## src/rtl/m_inst_fetch.sv

```systemverilog
// m_inst_fetch: PC generator feeding a 1-cycle synchronous instruction memory, with a 2-entry {pc,inst} buffer.
// Define FETCH_PERF_EN to enable the stall-cycle counter on w_perf_stall_cnt (tied to zero otherwise).
module m_inst_fetch #(
  parameter logic [31:0] RESET_PC = 32'h0000_0000
) (
  input  logic        w_clk,
  input  logic        w_rst_n,
  output logic [31:0] w_mem_addr,
  output logic        w_mem_req,
  input  logic [31:0] w_mem_rdata,
  input  logic        w_redirect,
  input  logic [31:0] w_redirect_pc,
  output logic        w_out_valid,
  output logic [31:0] w_out_inst,
  output logic [31:0] w_out_pc,
  input  logic        w_out_ready,
  output logic [31:0] w_perf_stall_cnt
);

  logic [31:0] pc_r;
  logic        infl_r;
  logic [31:0] infl_pc_r;
  logic        head_valid_r;
  logic [31:0] head_pc_r;
  logic [31:0] head_inst_r;
  logic        tail_valid_r;
  logic [31:0] tail_pc_r;
  logic [31:0] tail_inst_r;

  logic        pop_s;
  logic        push_s;
  logic [1:0]  occ_s;
  logic        nxt_head_valid_s;
  logic [31:0] nxt_head_pc_s;
  logic [31:0] nxt_head_inst_s;
  logic        nxt_tail_valid_s;
  logic [31:0] nxt_tail_pc_s;
  logic [31:0] nxt_tail_inst_s;
  logic        unused_s;

  assign pop_s  = head_valid_r & w_out_ready;
  assign push_s = infl_r & ~w_redirect;
  assign occ_s  = {1'b0, head_valid_r} + {1'b0, tail_valid_r} + {1'b0, infl_r} - {1'b0, pop_s};

  // A redirect empties the buffer and kills the in-flight word, so it may always fetch its target.
  assign w_mem_req  = w_rst_n & (w_redirect | (occ_s < 2'd2));
  assign w_mem_addr = w_redirect ? {w_redirect_pc[31:2], 2'b00} : pc_r;
  assign unused_s   = ^w_redirect_pc[1:0];

  assign w_out_valid = head_valid_r;
  assign w_out_pc    = head_pc_r;
  assign w_out_inst  = head_inst_r;

  // Buffer next state: a pop shifts the tail forward, the returning word fills the first free slot.
  always_comb begin
    nxt_head_valid_s = head_valid_r;
    nxt_head_pc_s    = head_pc_r;
    nxt_head_inst_s  = head_inst_r;
    nxt_tail_valid_s = tail_valid_r;
    nxt_tail_pc_s    = tail_pc_r;
    nxt_tail_inst_s  = tail_inst_r;
    case ({pop_s, push_s})
      2'b10: begin
        nxt_head_valid_s = tail_valid_r;
        nxt_head_pc_s    = tail_pc_r;
        nxt_head_inst_s  = tail_inst_r;
        nxt_tail_valid_s = 1'b0;
      end
      2'b01: begin
        if (head_valid_r) begin
          nxt_tail_valid_s = 1'b1;
          nxt_tail_pc_s    = infl_pc_r;
          nxt_tail_inst_s  = w_mem_rdata;
        end else begin
          nxt_head_valid_s = 1'b1;
          nxt_head_pc_s    = infl_pc_r;
          nxt_head_inst_s  = w_mem_rdata;
        end
      end
      2'b11: begin
        if (tail_valid_r) begin
          nxt_head_valid_s = 1'b1;
          nxt_head_pc_s    = tail_pc_r;
          nxt_head_inst_s  = tail_inst_r;
          nxt_tail_valid_s = 1'b1;
          nxt_tail_pc_s    = infl_pc_r;
          nxt_tail_inst_s  = w_mem_rdata;
        end else begin
          nxt_head_valid_s = 1'b1;
          nxt_head_pc_s    = infl_pc_r;
          nxt_head_inst_s  = w_mem_rdata;
          nxt_tail_valid_s = 1'b0;
        end
      end
      default: begin
      end
    endcase
  end

  // PC, in-flight tracker and buffer registers.
  always_ff @(posedge w_clk or negedge w_rst_n) begin
    if (!w_rst_n) begin
      pc_r         <= RESET_PC;
      infl_r       <= 1'b0;
      infl_pc_r    <= 32'h0000_0000;
      head_valid_r <= 1'b0;
      head_pc_r    <= 32'h0000_0000;
      head_inst_r  <= 32'h0000_0000;
      tail_valid_r <= 1'b0;
      tail_pc_r    <= 32'h0000_0000;
      tail_inst_r  <= 32'h0000_0000;
    end else begin
      if (w_mem_req) begin
        pc_r <= w_mem_addr + 32'd4;
      end
      infl_r      <= w_mem_req;
      infl_pc_r   <= w_mem_addr;
      head_pc_r   <= nxt_head_pc_s;
      head_inst_r <= nxt_head_inst_s;
      tail_pc_r   <= nxt_tail_pc_s;
      tail_inst_r <= nxt_tail_inst_s;
      if (w_redirect) begin
        head_valid_r <= 1'b0;
        tail_valid_r <= 1'b0;
      end else begin
        head_valid_r <= nxt_head_valid_s;
        tail_valid_r <= nxt_tail_valid_s;
      end
    end
  end

`ifdef FETCH_PERF_EN
  logic [31:0] stall_cnt_r;

  // Count cycles where a valid instruction is held back by downstream.
  always_ff @(posedge w_clk or negedge w_rst_n) begin
    if (!w_rst_n) begin
      stall_cnt_r <= 32'd0;
    end else if (head_valid_r && !w_out_ready) begin
      stall_cnt_r <= stall_cnt_r + 32'd1;
    end
  end

  assign w_perf_stall_cnt = stall_cnt_r;
`else
  assign w_perf_stall_cnt = 32'd0;
`endif

endmodule

```

## config.mk

```make
export PLATFORM = sky130hd
export DESIGN_NAME = m_inst_fetch
export DESIGN_NICKNAME = d
export VERILOG_FILES = /design/src/rtl/m_inst_fetch.sv
export SDC_FILE = /design/constraint.sdc
export NUM_CORES = 1
export LEC_CHECK = 0
export BUFFER_PORTS_ARGS = -buffer_cell sky130_fd_sc_hd__clkbuf_2
export CAP_MARGIN = 20
export CORE_MARGIN = 2
export CORE_UTILIZATION = 30
export CTS_CLUSTER_SIZE = 24
export DETAILED_ROUTE_END_ITERATION = 10
export GPL_ROUTABILITY_DRIVEN = 0
export PLACE_DENSITY = 0.52
export RECOVER_POWER = 50
export SETUP_SLACK_MARGIN = 0.2
export SLEW_MARGIN = 25
export SYNTH_ARGS = -nofsm -noshare
export SYNTH_HDL_FRONTEND = slang
export SYNTH_SLANG_ARGS = --single-unit
```

## constraint.sdc

```tcl
create_clock -name w_clk -period 5.1 [get_ports w_clk]
set_input_delay 0.255 -clock w_clk [delete_from_list [all_inputs] [get_ports w_clk]]
set_output_delay 0.255 -clock w_clk [all_outputs]
set_load 0.1 [all_outputs]
```

# Word-level counts from Yosys, hierarchy flattened

Index checks and enable logic that the tools add are counted.

Memory bits (writable): 0
Output and inout port bits: 130
ROM bits: 0
Bits in registers: 195
Memories kept: 0
Input port bits: 68
Latch bits: 0
Word-level logic and storage cells: 53

Reductions and logical operators: 8
Divide/modulo/power cells: 0
Mux-type cells: 19
Add/subtract/negate cells: 4
Bitwise gates (word level): 5
Shifts and indexed selects: 0
Magnitude comparators: 1
Multiply operators: 0
Equality and inequality tests: 7

Operators by type and width:

| cell                                                            | number |
|---|---|
| 32-bit 2-to-1 mux                                               | 9 |
| 32-bit case mux with 3 select lines                             | 2 |
| 32-bit case mux with 2 select lines                             | 2 |
| 32-bit by 3-bit adder with 32-bit output, second input constant | 1 |
| 2-bit != test, second input constant                            | 3 |
| 3-bit nonzero test                                              | 2 |
| 2-bit == test, second input constant                            | 2 |
| 1-bit 2-to-1 mux                                                | 4 |
| 2-bit AND reduction                                             | 2 |
| 4-bit nonzero test                                              | 1 |
| 1-bit bitwise AND                                               | 3 |
| 3-bit != test, second input constant                            | 1 |
| 1-bit case mux with 3 select lines                              | 1 |
| 3-bit AND reduction                                             | 1 |
| 1-bit by 1-bit adder with 2-bit output                          | 1 |
| 2-bit by 1-bit adder with 2-bit output                          | 1 |
| 2-bit by 1-bit == test with 1-bit output, second input constant | 1 |
| 2-bit less-than comparator, second input constant               | 1 |
| 1-bit case mux with 2 select lines                              | 1 |
| 2-bit nonzero test                                              | 1 |
| 2-bit OR reduction                                              | 1 |
| 2-bit by 1-bit subtractor with 2-bit output                     | 1 |
| 1-bit NOT                                                       | 1 |
| 1-bit OR                                                        | 1 |

# Logic depth before layout (Yosys ltp)

Gate-level depths: netlist of the first run.

Depth after elaboration: 6
Gate-level depth with buffers: 12
Depth with buffers taken out: 10

# Worst setup path before layout of the first run

No wires, ideal clock.

Kind: input to register
From: in w_redirect
To: reg pc_r[9]
Buffers on the path: 5
Setup slack: 1.202 ns
Stages: 8
Library setup time: 0.134 ns
Data required time: 4.966 ns
Arrival time: 3.764 ns
Cell sequence: buf_6 > buf_8 > buf_12 > buf_2 > buf_1 > o21ai_0 > and3_1 > o31ai_1

Word-level cells in the longest chain between the ends: 2
Elaborated cells between the ends (all ways): 4
Those cells by class: 1 x add/sub; 1 x mux; 2 x bitwise

RTL lines:

| item                                     | line | RTL |
|---|---|---|
| start: declaration                       | 11   | `input logic w_redirect,` |
| 32-bit 2-to-1 mux                        | 47   | `assign w_mem_addr = w_redirect ? {w_redirect_pc[31:2], 2'b00} : pc_r;` |
| named net w_mem_addr[9]                  | 8    | `output logic [31:0] w_mem_addr,` |
| 32-bit by 3-bit adder with 32-bit output | 114  | `pc_r <= w_mem_addr + 32'd4;` |
| end signal: assignment                   | 114  |  |
| end: declaration                         | 20   | `logic [31:0] pc_r;` |

The timed path passes the listed nets, and every way through them passes these cells.
A chain may end at the register's enable or synchronous reset.

# Final worst setup path of the first run

From: in w_redirect
To: reg pc_r[29]

Word-level cells in the longest chain between the ends: 2
Elaborated cells between the ends (all ways): 4
Those cells by class: 1 x add/sub; 1 x mux; 2 x bitwise

RTL lines:

| item                                                                                 | line |
|---|---|
| 32-bit 2-to-1 mux / 1-bit OR (equally long branches)                                 | 47, 46 |
| 32-bit by 3-bit adder with 32-bit output / 1-bit bitwise AND (equally long branches) | 114, 46 |

Several ways; a longest one is shown, not always the timed one.

==> flow_summary.yaml, run 1 <==
global_routing:
  top_usage_layer: "met2"
  grt_use_met3: 0.0267
  use_met2: 0.203
  grt_remaining_overflow: 0
  grt_usage: 0.136
  grtUsageMet1: 0.197
  grt_max_degree: 126
  grt_pass1_vias: 5920
  antenna_found_initial: 0
  grt_pass1_wl_mm: 32.9
floorplan:
  ioPinCount: 198
  core_area_um2: 29500
  core.rowCount: 63
  die_h_um: 176
  initial_core_util: 0.302
  dieArea_um2: 31100
  dieWidth_um: 176
drt:
  drt_iter0_markers: 349
  viasPerCell: 4.59
  num_vias: 6101
  first_pass_iters: 4
  totalWireLength_mm: 20.9
  avgRoutedWirePerCell_um: 15.7
  post-route-drc-count: 0
  drt.antenna.violating_nets: 0
placed_design:
  place_hpwl_mm: 13.8
  io_buffers: 163
synthesis:
  synth-xor-area-share: 0.0147
  ys.warnings.count: 0
  ys.flop_type: "dfrtp_1"
  ys_seq_area_frac: 0.547
  muxShareOfSynthArea: 0.186
  synth-edff-count: 0
  synth-seq-cells: 195
  async_flop_share: 1.00
  synth_top_family_by_area: "multiplexers"
  syn_area_um2: 8910
  avgSynthCellArea_um2: 11.4
  synth-compound-area-share: 0.0849
  synthSimpleGateAreaFrac: 0.107
  synthAdderAreaFrac: 0.00421
  synth_cell_types: 57
  syn_inst: 779
pwr:
  sw_frac_of_total: 0.492
  clkPwrFrac: 0.218
  p_total_w: 0.00624
  powerDensity_nw_per_um2: 591
  pwr-share-seq: 0.357
  switchingPower_w: 0.00307
  ir_drop_v: 0.000243
  p_int_w: 0.00317
  p_leak_nw: 5.10
  p_comb_frac: 0.425
cts:
  cts_resized: 0
  ctsHoldBuffers: 1
  cts_tree: "built"
  htree_levels: 4
  cts_setup_buffers: 0
  cts_buffers: 17
  clk_pin_slew_ns: 0.07
  worstSkewPairLatency_ns: 0.44
  cts-root-buf: "clkbuf_16"
  cts.path.max_buffers: 2
  clock_sinks: 195
final_layout:
  layout_commonest_cell: "dfrtp_1"
  area.growth.synth_to_final_pct: 18.5
  nNetsFinal: 998
  drive_above_1_share: 0.226
  final_cell_mix: "dfrtp_1, nand2_1, clkbuf_2, o21ai_0, mux2i_1"
  antenna_cells: 0
worst_setup_path:
  critPathKind: "in -> reg"
  reg2reg_depth: 10
  cpPeakStageDelay_ns: 1.10
  start_kind: "primary input"
  worstSetupEndpointType: "register"
  arrival_ns: 3.81
  crit_chain: "clkbuf_1 > buf_4 > nand3_2 > a222oi_1 > nand4_1 > or4_1 > nand3_1"
  cp_data_required_time_ns: 5.47
  crit_slowest_cell: "clkbuf_1"
  path_max_fanout: 44
timing:
  tightest_slew_ns: 1.56
  max_freq_ghz: 0.291
  slew_headroom: -0.0389
  slew_viol_final: 30
  worst_clock_skew_ns: 0.0157
  rsz0062_at_grt: "no"
  final.setup.tns_ns: 0
  finalCriticalPeriod_ns: 3.44
  finalCritPeriodShare: 0.675
  setup_viol: 0
  hold_viol_final: 0
run:
  maxCapViolCount: 1
run_status:
  outcome: "finished with violations"
  violations: "max-capacitance violations, max-slew violations"
min_path:
  hold_path.class: "in -> reg"
  whs_path_depth: 2
## metal layers
layer,routed length [µm],share of wire
met5,0,0
met4,275,0.013
met3,859,0.041
met2,9060,0.43
met1,10700,0.51
## worst paths after layout
check	start	endpoint	slack, ns
setup / recovery	w_redirect	pc_r[29]	1.66
hold / removal	w_mem_rdata[17]	tail_inst_r[17]	0.07
setup reg to reg	w_out_valid	pc_r[29]	2.20
hold reg to reg	w_out_inst[28]	w_out_inst[28]	0.48
max in group asynchronous	w_rst_n	w_out_inst[2]	3.47
min in group asynchronous	w_rst_n	w_out_pc[31]	0.41
## worst max-delay path: cells and delay by family
kind	cells	cell delay (ns)
AO/OA/AOI/OAI	1	0.89
buffers and inverters	2	1.71
AND/OR/NAND/NOR	4	0.92
## cells in the mapped netlist (all sizes together), types with 2 or more instances
library cell	count	area, µm²
buf	45	333
nor2	7	26.3
a211o	6	53.8
or4	4	33.8
o31ai	7	52.6
a22oi	3	22.5
a21oi	8	40.0
dfrtp	195	4880
inv	15	56.3
o22ai	2	12.5
a31oi	5	31.3
clkbuf	27	101
nand3b	7	77.6
nor4	2	18.8
xnor2	9	78.8
xor2	6	52.6
nand4	13	81.3
o21ai	84	420
and3	5	31.3
nand4b	2	17.5
o211ai	4	30.0
mux2i	71	711
nor3	2	10.0
mux2	84	946
and4	5	43.8
nand3	23	120
nand2b	2	20.0
nor2b	3	18.8
ha	3	37.5
nand2	113	424
a21boi	3	22.5
## metrics by stage
step / instances / utilization / hold slack, ns / instance area, µm² / worst slack, ns
final: 1330 / 0.358 / 0.0718 / 10600 / 1.66
after floorplan: 810 / - / -0.0406 / 9030 / 1.20
after CTS: 1329 / 0.360 / 0.0461 / 10600 / 1.64
after global routing: 1330 / 0.358 / 0.0523 / 10600 / 1.30
after global placement: 1296 / 0.340 / 0.346 / 10000 / 1.85
after detailed placement: 1296 / 0.340 / 0.342 / 10000 / 1.82
## cells by family after synthesis
family	Yosys count
other	1
AOI/OAI and AO/OA	130
adders and majority gates	3
muxes	155
xor gates and xnor gates	15
and+or+nand+nor	192
buffers and inverters	88
DFF	195
## sequential cells by signal, indices dropped and copies added, names as in the netlist
name / count
infl_pc_r: 32
pc_r: 32
tail_inst_r: 32
tail_pc_r: 32
w_out_inst: 32
w_out_pc: 32
infl_r: 1
tail_valid_r: 1
w_out_valid: 1
## layout make-up
cell class	count	area (µm²)
Inverter	16	60.1
Tap cell	390	488
Clock buffer	20	467
Clock inverter	12	123
Sequential cell	195	4880
Fill cell	3023	18900
Timing Repair Buffer	170	836
Multi-Input combinational cell	527	3710
## power by group through the flow
stage,logic [W],clock network [W],registers (W)
6_report,0.00265,0.00136,0.00223
5_1_grt,0.00280,0.00147,0.00229
4_1_cts,0.00273,0.00141,0.00223
3_5_place_dp,0.00272,0,0.00226
3_3_place_gp,0.00271,0,0.00224
2_1_floorplan,0.00101,0,0.00349
Note: power is estimated with default switching activity, not from simulation.
==> run 2, diff against run 1 <==
clock period = 3.4 ns   (was 5.1 ns; I/O delays follow)
==> flow_summary.yaml, run 2 (synthesis results as in run 1) <==
worst_setup_path:
  critPathKind: "reg -> out"
  crit_chain: "and2_1 > ha_1 > inv_1 > ha_1 > a21oi_1 > xor2_1 > o21ai_4 > clkinv_2 > buf_2"
  worstSetupEndpointType: "primary output"
  path_max_fanout: 12
  arrival_ns: 2.83
  reg2reg_slack_ns: 0.59
  reg2reg_depth: 10
  cpMostUsedCell: "ha_1"
  crit_slowest_cell: "dfrtp_1"
  cpPeakStageDelay_ns: 0.48
  start_kind: "register"
  cp_data_required_time_ns: 3.23
floorplan:
  core.rowCount: 63
  dieWidth_um: 176
  dieArea_um2: 31100
  die_h_um: 176
  initial_core_util: 0.302
  ioPinCount: 198
  core_area_um2: 29500
global_routing:
  grt_usage: 0.136
  grt_remaining_overflow: 0
  grt_pass1_wl_mm: 32.9
  grt_pass1_vias: 6068
  antenna_found_initial: 0
  grt_max_degree: 129
timing:
  worst_clock_skew_ns: 0.0157
  slew_viol_final: 63
  setup_viol: 0
  hold_viol_final: 0
  slew_headroom: -0.0394
  tightest_slew_ns: 1.56
  finalCriticalPeriod_ns: 3.00
  layout_setup_ws_ns: 0.401
  final.setup.tns_ns: 0
  max_freq_ghz: 0.333
  finalCritPeriodShare: 0.882
  rsz0062_at_grt: "no"
drt:
  viasPerCell: 4.52
  post-route-drc-count: 0
  avgRoutedWirePerCell_um: 15.3
  drt_iter0_markers: 337
  num_vias: 6208
  first_pass_iters: 4
  totalWireLength_mm: 21.0
  drt.antenna.violating_nets: 0
placed_design:
  place_area_um2: 10100
  place_ws_ns: 0.590
  io_buffers: 163
  place_hpwl_mm: 14.3
pwr:
  powerDensity_nw_per_um2: 855
  p_total_w: 0.00933
  ir_drop_v: 0.000369
  p_leak_nw: 5.25
run_status:
  violations: "max-capacitance violations, max-slew violations"
  outcome: "finished with violations"
final_layout:
  antenna_cells: 0
  area.growth.synth_to_final_pct: 22.5
  layout_commonest_cell: "dfrtp_1"
  drive_above_1_share: 0.221
  post-route-util: 0.370
  nNetsFinal: 1040
  fin_area_um2: 10900
  final_cell_mix: "dfrtp_1, nand2_1, clkbuf_2, o21ai_0"
min_path:
  hold_path.class: "in -> reg"
  whs_path_depth: 2
cts:
  cts_tree: "built"
  cts.path.max_buffers: 2
  cts-root-buf: "clkbuf_16"
  clock_sinks: 195
  clk_pin_slew_ns: 0.08
  htree_levels: 4
  cts_buffers: 17
  worstSkewPairLatency_ns: 0.43
run:
  maxCapViolCount: 1
-- run 2: layout make-up --
type | instances | area [µm²]
clock buffers | 21 | 440
fillers | 3012 | 18600
inverters | 16 | 61.3
clock inverters | 11 | 119
multi-input cells | 527 | 3700
well taps | 390 | 488
repair buffers | 212 | 1230
flip-flops and latches | 195 | 4880
-- run 2: worst max-delay path: cells and delay by family, from the launching register on --
family,cells,cell delay (ns)
simple gates,1,0.26
fa+ha+maj,2,0.53
flops,1,0.48
buf+inv,3,0.54
xor+xnor,1,0.25
compound gates,2,0.32
-- run 2: routing by layer --
metal,global-route usage,part of all wire,vias to the layer above
li1,-,-,3064
met1,0.195,0.52,3005
met2,0.205,0.44,126
met3,0.0295,0.037,13
met4,0.0441,0.011,0
met5,0,0,-
-- run 2: power breakdown --
group | internal [W] | leakage (nW) | switching (W)
clock | 0.00103 | 0.270 | 0.000933
combinational | 0.000718 | 2.53 | 0.00329
sequential | 0.00298 | 2.45 | 0.000368
-- run 2: path summary, 6_finish.rpt --
kind	startpoint	end
hold reg to reg	w_out_pc[1]	w_out_pc[1]
hold / removal	w_redirect_pc[3]	infl_pc_r[3]
min in group asynchronous	w_rst_n	infl_pc_r[7]
setup reg to reg	w_out_valid	pc_r[27]
max in group asynchronous	w_rst_n	w_out_pc[7]
setup / recovery	w_out_valid	w_mem_req
-- run 2: through the flow --
step	std cells	hold slack [ns]
floorplan	810	-0.126
global placement	1307	0.140
detailed placement	1307	0.152
CTS	1372	0.0167
global route	1372	0.0269
finish	1372	0.0499
-- run 2: what timing repair did --
| item | in CTS | in global routing |
|---|---|---|
| endpoints found under the setup margin | 0 | 1 |
| hold endpoints to repair | 75 | 0 |
| setup buffers | 0 | 0 |
| resized for setup | 0 | 1 |
| hold buffers | 33 | 0 |
